==> src/rtl/lspc_timer_ctrl.sv <==
// Raster-interval timer: 4-bit load/enable/carry chain counting up from ~RELOAD,
// host reload/control/ack registers, three reload triggers and a level IRQ.
module lspc_timer_ctrl #(
    parameter int WIDTH = 32
) (
    input  logic             CK,
    input  logic             RST,
    input  logic             TICK,
    input  logic             VBL_START,
    input  logic             WR,
    input  logic [1:0]       ADDR,
    input  logic [15:0]      DIN,
    output logic [WIDTH-1:0] COUNT,
    output logic [WIDTH-1:0] RELOAD,
    output logic             IRQ,
    output logic             EXPIRED,
    output logic             RUNNING
);
    // state | meaning
    // IDLE  | EN=0, COUNT holds (loads still land)
    // RUN   | EN=1, chain advances on TICK
    // HALT  | expired without LD_EXP, COUNT parked at 0 until a load
    typedef enum logic [1:0] {S_IDLE, S_RUN, S_HALT} state_t;

    localparam int NSTG   = WIDTH / 4;
    localparam int HI_LSB = (WIDTH >= 32) ? 16 : 0;

    state_t           state, state_next;
    logic             ld_wr, ld_vbl, ld_exp;
    logic [WIDTH-1:0] reload_next, count_next;
    logic [NSTG:0]    carry;
    logic             expiry, load, wr_ctrl, wr_ack;

    assign wr_ctrl = WR && (ADDR == 2'd2);
    assign wr_ack  = WR && (ADDR == 2'd3) && DIN[1];

    always_comb begin
        reload_next = RELOAD;
        if (WR && (ADDR == 2'd1))
            reload_next[15:0] = DIN;
        if ((WIDTH >= 32) && WR && (ADDR == 2'd0))
            reload_next[HI_LSB +: 16] = DIN;

        // carry ripples through the nibble stages; the top carry-out is expiry
        carry    = '0;
        carry[0] = (state == S_RUN) && TICK;
        for (int i = 0; i < NSTG; i++)
            carry[i+1] = carry[i] && (&COUNT[4*i +: 4]);
        expiry = carry[NSTG];

        load = (WR && (ADDR == 2'd1) && ld_wr) ||
               (VBL_START && ld_vbl) ||
               (expiry && ld_exp);

        count_next = COUNT;
        for (int i = 0; i < NSTG; i++) begin
            if (load)
                count_next[4*i +: 4] = ~reload_next[4*i +: 4];
            else if (carry[i])
                count_next[4*i +: 4] = COUNT[4*i +: 4] + 4'd1;
        end

        state_next = state;
        if (expiry && !ld_exp)
            state_next = S_HALT;
        if (load && (state == S_HALT))
            state_next = S_RUN;
        if (wr_ctrl) begin
            if (!DIN[4])
                state_next = S_IDLE;
            else if (state == S_IDLE)
                state_next = S_RUN;
        end
    end

    always_ff @(posedge CK) begin
        if (RST) begin
            COUNT   <= '0;
            RELOAD  <= '0;
            state   <= S_IDLE;
            ld_wr   <= 1'b0;
            ld_vbl  <= 1'b0;
            ld_exp  <= 1'b0;
            IRQ     <= 1'b0;
            EXPIRED <= 1'b0;
            RUNNING <= 1'b0;
        end else begin
            COUNT   <= count_next;
            RELOAD  <= reload_next;
            state   <= state_next;
            RUNNING <= (state_next == S_RUN);
            EXPIRED <= expiry;
            if (wr_ctrl)
                {ld_exp, ld_vbl, ld_wr} <= DIN[7:5];
            // a same-cycle ack loses to a fresh expiry
            if (expiry)
                IRQ <= 1'b1;
            else if (wr_ack)
                IRQ <= 1'b0;
        end
    end

endmodule

==> config.mk <==
export PLATFORM = sky130hd
export DESIGN_NAME = lspc_timer_ctrl
export DESIGN_NICKNAME = d
export VERILOG_FILES = /design/src/rtl/lspc_timer_ctrl.sv
export SDC_FILE = /design/constraint.sdc
export NUM_CORES = 1
export LEC_CHECK = 0
export ABC_AREA = 0
export CORE_MARGIN = 8
export CORE_UTILIZATION = 35
export CTS_CLUSTER_DIAMETER = 80
export CTS_CLUSTER_SIZE = 28
export DETAILED_ROUTE_END_ITERATION = 10
export HOLD_SLACK_MARGIN = 0.12
export SKIP_CTS_REPAIR_TIMING = 1
export SLEW_MARGIN = 20
export SYNTH_ARGS = -nofsm -noshare
export SYNTH_HDL_FRONTEND = slang
export SYNTH_SLANG_ARGS = --single-unit
==> constraint.sdc <==
create_clock -name CK -period 2.9 [get_ports CK]
set_clock_uncertainty 0.15 [all_clocks]
set_input_delay 0.58 -clock CK [delete_from_list [all_inputs] [get_ports CK]]
set_output_delay 0.58 -clock CK [all_outputs]
set_load 0.02 [all_outputs]
* After elaboration in Yosys (flattened, before gate mapping)
Index checks and enable logic that the tools add are counted.
** Operators by class
- $add $sub $neg :: 8
- Eq/ne operators :: 6
- Multiplexer cells :: 25
- Bitwise gates (word level) :: 8
- Reductions and logical operators :: 41
** Operators by type and width (number)
- two-way mux 4 bit :: 16
- adder 4 x 1 -> 4 bit, second input constant :: 8
- two-way mux 16 bit :: 2
- inverter 4 bit :: 8
- AND reduction 4 bit :: 8
- logical AND 1 bit :: 19
- nonzero test 2 bit :: 9
- two-way mux 2 bit :: 5
- equality test 2 x 1 -> 1 bit, second input constant :: 3
- equality test 2 bit, second input constant :: 3
- logical NOT 2 bit :: 2
- logical OR 1 bit :: 2
- two-way mux 1 bit :: 2
- logical NOT 1 bit :: 1
** Word-level totals
- Register bits after elaboration :: 72
- Bits of input ports :: 23
- Output and inout port bits :: 67
- Word-level logic and storage cells :: 104

* Depth between registers and ports, before layout
Gate-level depths: netlist (run 1).
- Depth in word-level cells :: 18
- Depth in mapped cells :: 8
- Gate-level depth less buffers :: 6

* Least setup slack after synthesis (run 1)
OpenSTA, ideal clock, no wires.
- Kind :: register to register
- Start point :: register COUNT[4]
- End point :: register COUNT[15]
- Data arrival time :: 2.089 ns
- Data required time :: 2.669 ns
- Slack :: 0.579 ns
- Stages on the path, launching flop included :: 8
- Path buffers :: 1
- Clock period less this slack :: 2.321 ns
- Path through :: dfxtp_1 ha_1 nand3_2 or4_4 nor3b_2 nor2_2 buf_6 a211oi_2
** On the way
- Longest elaborated chain between the ends :: 11
** RTL lines
- start, declared :: line 13 : output logic [WIDTH-1:0] COUNT,
- start signal, assigned :: line 88 : COUNT <= count_next;
- AND reduction 4 bit (*) :: line 48 : carry[i+1] = carry[i] && (&COUNT[4*i +: 4]);
- logical AND 1 bit (*) (2 in a row) :: line 48
- logical AND 1 bit (5 in a row) :: line 48
- logical AND 1 bit :: line 53 : (expiry && ld_exp);
- logical OR 1 bit :: line 52 : (VBL_START && ld_vbl) ||
- two-way mux 4 bit or nonzero test 2 bit (tied branches)
Mark *: on every way between the ends. The rest lies on a longest branch, timed or not.
A chain may end at the register's enable or synchronous reset.

* Worst setup path after layout (run 1)
- Start point :: register COUNT[4]
- End point :: register COUNT[23]
** On the way
- Longest elaborated chain between the ends :: 11
** RTL lines (line)
- AND reduction 4 bit (*) :: 48
- logical AND 1 bit (*) (4 in a row) :: 48
- logical AND 1 bit (3 in a row) :: 48
- logical AND 1 bit :: 53
- logical OR 1 bit :: 52
- two-way mux 4 bit or nonzero test 2 bit (tied branches)
Marked as above.

==> metrics.txt, run 1 <==
routed via count=3,095; Num CTS Buffers=9; final wirelength=10,900 um; Critical R2R Capture=COUNT[23]; number of synthesized flops with an enable pin=0; Setup violations, final=0; Initial Utilization=36.0%; #FFs+latches synth=72; Worst Tran Pin Value=0.590 ns; PwrDens=449 mW/mm^2; clk sink count=72; Setup CP Type=reg2reg; DRT antenna net count=0; Setup crit start kind=flip-flop; Leak=1.81 nW; initial DRC count=157; hold endpoint=IRQ; fraction of power consumed by the clock network=38.4%; port bufs=89; Reg2Reg Launch Point=COUNT[4]; H-tree depth=3; peak supply drop=0.000222 V; Avg Inst Size Synth=9.58 um^2; Worst Path Required=2.97 ns; status=complete, no violations; Syn. warnings=0; largest net degree at the start of global routing=40; Int Power=1.56 mW; Switch Pwr=0.601 mW; Core Area=0.00973 mm^2; WL per Instance=18.2 um; unrepaired setup endpoints after global routing=false; final hold viol count=0; pre-CTS WS=0.141 ns; Via-to-Cell Ratio=5.18; final setup TNS=0 ns; crit-path max cell delay=0.49 ns; Logic pwr share=12.8%; synthesis-to-layout area growth=37.1%; Placer Congestion=0.816; Fmax=410 MHz; CTS clk-pin slew, worst paths=0.08 ns; top cell type's share of synthesized area=41.1%; clk_lat worst skew=0.35 ns; commonest non-fill, non-tap cell in the layout=clkdlybuf4s50_1; HP Class=reg2reg; CP Max Fanout=29; launch point of the worst path=COUNT[4]; die width=116 um; dominant synthesized flop cell=dfxtp_1; drt drc=0; Cells after Synth=366; GR Overflow Total=0; Pwr Total=2.16 mW; Worst path slowest cell=nor4_4; Root Buffer=clkbuf_8; Data arrival, critical path=2.51 ns; CP Cell Sequence=ha_1, nand3_2, nor4_4, nand4_1, buf_4, a21oi_1, a211oi_2; layout cells sized above 1=14.0%; asr flop ratio synth=0%; die area=0.0135 mm^2; max-slew violation count=0; std cell rows=36; ant diodes=0; first-pass GRT wire length=16,900 um; number of global-route vias before repair=3,062; die height=116 um; GRT Util Overall=16.4%; Switching Share=27.8%; io pins=90; register area share after synthesis=41.1%; register-to-register setup slack=0.46 ns; Setup crit end kind=flip-flop; hold path depth=2; sequential power share=48.7%; Final period util=84.1%; top cells by area, synth=dfxtp_1, mux2i_1, a211oi_2; Max Cap Viol=0; min-delay src=IRQ; worst r2r path cells=7; DRT Pass-1 Iters=5; CTS Buffer Depth=2; Mapped Nets=397; Unique masters post-synth=48; Synth Cell Area=0.00350 mm^2; setup slack after layout=0.461 ns; dominant cell type by area after synthesis=dfxtp_1; NumNets Final=490; CTS tree=done; Worst slew margin=60.7%; most frequent cells in the layout=clkdlybuf4s50_1, dfxtp_1, nor2_1; min Tclk post-route=2.44 ns; initial antenna violation count=0; DP HPWL=8310 um
==> flip-flops by register name, indices dropped and copies added, names as in the netlist <==
name     cells
ld_vbl       1
ld_wr        1
COUNT       32
RUNNING      1
ld_exp       1
EXPIRED      1
IRQ          1
state        2
RELOAD      32
==> critical path: cells and delay by family, from the launching register on <==
kind	cells	cell delay, ns
AO/OA/AOI/OAI	2	0.40
AND/OR/NAND/NOR	3	0.82
buffers and inverters	1	0.26
adder cells (fa/ha/maj)	1	0.27
flip-flops	1	0.42
==> cells by family after synthesis <==
family / after synthesis / share of synthesized area, %
fa+ha+maj: 8 / 2.86
compound gates: 77 / 16.8
buf+inv: 24 / 3.14
mux: 39 / 11.2
flops: 72 / 41.1
xor+xnor: 21 / 5.25
simple gates: 125 / 19.6
==> how the worst max path moves through the flow <==
stage	end	slack [ns]	depth (start not counted)
3_5_place_dp	COUNT[28]	0.14	7
3_3_place_gp	COUNT[21]	0.15	7
5_1_grt	COUNT[23]	0.28	7
2_1_floorplan	COUNT[15]	0.58	7
6_report	COUNT[23]	0.46	7
4_1_cts	COUNT[15]	0.46	7
==> per-stage QoR <==
stage / area [um^2] / hold WS (ns) / utilization (%) / cells
2_1_floorplan: 3500 / 0.310 / - / 366
3_3_place_gp: 4600 / 0.315 / 47.3 / 581
3_5_place_dp: 4600 / 0.322 / 47.3 / 581
4_1_cts: 4810 / 0.336 / 49.4 / 597
5_1_grt: 4810 / 0.394 / 49.4 / 597
6_report: 4810 / 0.333 / 49.4 / 597
==> cells in the mapped netlist (all sizes together), types with 3 or more instances <==
cell type  instances
xor2              15
or3                3
a211oi            27
xnor2              6
ha                 8
and3               4
clkbuf            12
nor3               6
nor4               7
mux2i             37
inv                4
and2               6
buf                8
nor2              41
nand3             14
o21ai              6
nand4             10
a21oi             34
nand2             24
dfxtp             72
==> per-layer routing <==
layer | vias up | track usage [%] | wire, um
met5 | - | 0 | 0
met4 | 0 | 5.96 | 146
met3 | 9 | 4.74 | 1020
met2 | 108 | 23.7 | 4660
met1 | 1462 | 22.4 | 5040
li1 | 1516 | - | -
==> area by class of cell <==
cell class	count	area, um^2
Inverter	4	15.0
Clock inverter	7	80.1
Timing Repair Buffer	102	1020
Tap cell	133	166
Fill cell	963	4920
Multi-Input combinational cell	270	1960
Sequential cell	72	1440
Clock buffer	9	124
==> power groups by stage <==
stage	combinational (mW)	sequential [mW]	clock, mW
floorplan	0.103	1.10	0
CTS	0.279	1.05	0.840
global route	0.297	1.06	0.888
detailed placement	0.278	1.07	0
global placement	0.277	1.07	0
finish	0.277	1.05	0.830
Note: power is estimated with default switching activity, not from simulation.
==> inputs of run 2 (changes only) <==
==> constraint.sdc (replaced) <==
create_clock -name CK -period 2.4 [get_ports CK]
set_clock_uncertainty 0.15 [all_clocks]
set_input_delay 0.48 -clock CK [delete_from_list [all_inputs] [get_ports CK]]
set_output_delay 0.48 -clock CK [all_outputs]
set_load 0.02 [all_outputs]
==> run 2 against run 1 <==
Total power increased by 26%. Sequential cell count unchanged. Critical path depth grew 2. Maximum frequency is 6.5% higher. Design area increased by 6.6%. Sequential power is 21% higher. Via count rose by 5.5%. Non-clock buffer count up 37. Core utilization increased by 3.3 points. First-iteration DRC count is 0.64% lower. Critical endpoint is now COUNT[1].
==> metrics.txt, run 2 (synthesis gave the netlist of run 1 again) <==
Data arrival, critical path=2.38 ns; Max Cap Viol=0; peak supply drop=0.000245 V; port bufs=89; pre-CTS WS=-0.195 ns; WP buf/inv=3; commonest non-fill, non-tap cell in the layout=clkdlybuf4s50_1; Logic pwr share=13.2%; Leak=2.00 nW; Worst Path Required=2.49 ns; Critical R2R Capture=COUNT[1]; drt drc=0; synthesis-to-layout area growth=46.2%; GRT Util Overall=17.2%; Setup crit end kind=flip-flop; crit-path max cell delay=0.38 ns; Core Area=0.00973 mm^2; unrepaired setup endpoints after global routing=false; most used cell, CP=buf_4; DRT Pass-1 Iters=5; layout cells sized above 1=20.6%; WHS=0.336 ns; clk sink count=72; largest net degree at the start of global routing=30; die area=0.0135 mm^2; min Tclk post-route=2.29 ns; most frequent cells in the layout=clkdlybuf4s50_1, dfxtp_1, buf_4; Switching Share=26.3%; sequential power share=46.7%; Placed Instance Area=0.00489 mm^2; CTS clk-pin slew, worst paths=0.08 ns; Int Power=2.00 mW; status=complete, no violations; initial antenna violation count=0; die height=116 um; launch point of the worst path=COUNT[5]; final hold viol count=0; Worst slew margin=58.8%; final core utilization=52.6%; post-route insts no fill=634; CP endpoint=COUNT[1]; PwrDens=530 mW/mm^2; Inst Count DP=618; ant diodes=0; crit-path leading delay family=buffers and inverters; Via-to-Cell Ratio=5.15; io pins=90; H-tree depth=3; final wirelength=11,200 um; fraction of power consumed by the clock network=40.1%; clk_lat worst skew=0.36 ns; Largest regs=COUNT x32, RELOAD x32, state x2; Initial Utilization=36.0%; worst r2r path cells=9; DP HPWL=8860 um; # fillers=943; CTS tree=done; NumNets Final=527; Setup crit start kind=flip-flop; Num CTS Buffers=9; number of global-route vias before repair=3,297; Reg2Reg Launch Point=COUNT[5]; Placer Congestion=0.847; Root Buffer=clkbuf_8; HP Class=reg2reg; final setup TNS=0 ns; final design area excluding fillers=0.00512 mm^2; DRT antenna net count=0; Setup violations, final=0; hold path depth=2; die width=116 um; CTS Buffer Depth=2; routed via count=3,265; setup slack after layout=0.111 ns; std cell rows=36; first-pass GRT wire length=17,700 um; Setup CP Type=reg2reg; CP Max Fanout=29; register-to-register setup slack=0.11 ns; Crit path depth=9; Pwr Total=2.72 mW; GR Overflow Total=0; Worst path slowest cell=dfxtp_1; Final period util=95.4%; Switch Pwr=0.715 mW; WL per Instance=17.7 um; Fmax=437 MHz; Worst Tran Pin Value=0.617 ns; max-slew violation count=0; initial DRC count=156; CP Cell Sequence=ha_1, nand3_2, buf_4, nor4_4, nand4_1, buf_4, a21oi_1, buf_4, a211oi_2
[run 2: changes by cell type in the layout (fill, tap and decap cells not counted)]
cell / delta
buf_4: +36
buf_12: +1
bufinv_16: +1
clkinv_2: -1
clkinv_4: -1
clkinvlp_4: +1
inv_6: +1
inv_8: -1
nand3_1: -1
nand3_2: +1
[run 2: power groups by stage]
stage	combinational, mW	sequential [mW]	clock, mW
2_1_floorplan	0.125	1.34	0
3_3_place_gp	0.356	1.29	0
3_5_place_dp	0.359	1.30	0
4_1_cts	0.360	1.27	1.11
5_1_grt	0.383	1.27	1.16
6_report	0.358	1.27	1.09
[run 2: how the worst min path moves through the flow]
stage               startpoint      to  slack (ns)
floorplan               ld_vbl  ld_vbl        0.31
global placement           IRQ     IRQ        0.32
detailed placement         IRQ     IRQ        0.33
CTS                        IRQ     IRQ        0.34
global route               IRQ     IRQ        0.36
finish                     IRQ     IRQ        0.34
[run 2: area by class of cell]
type | count | area, um^2 | share of cell area [%]
inverters | 4 | 15.0 | 0.293
well taps | 133 | 166 | 3.25
clock inverters | 7 | 101 | 1.98
multi-input cells | 270 | 1960 | 38.3
repair buffers | 139 | 1310 | 25.6
flip-flops and latches | 72 | 1440 | 28.1
clock buffers | 9 | 124 | 2.42
[run 2: per-layer routing]
layer,GRT usage (%),up-vias,share of wire [%]
met2,25.8,113,44
met4,5.45,0,1.4
met5,0,-,0
met3,5.37,13,8.4
li1,-,1590,-
met1,22.8,1549,46
[run 2: worst reg2reg max path: cells and delay by family, from the launching register on]
family	cells	cell delay, ns
adder cells (fa/ha/maj)	1	0.25
buffers and inverters	3	0.58
AO/OA/AOI/OAI	2	0.26
flip-flops	1	0.38
AND/OR/NAND/NOR	3	0.55
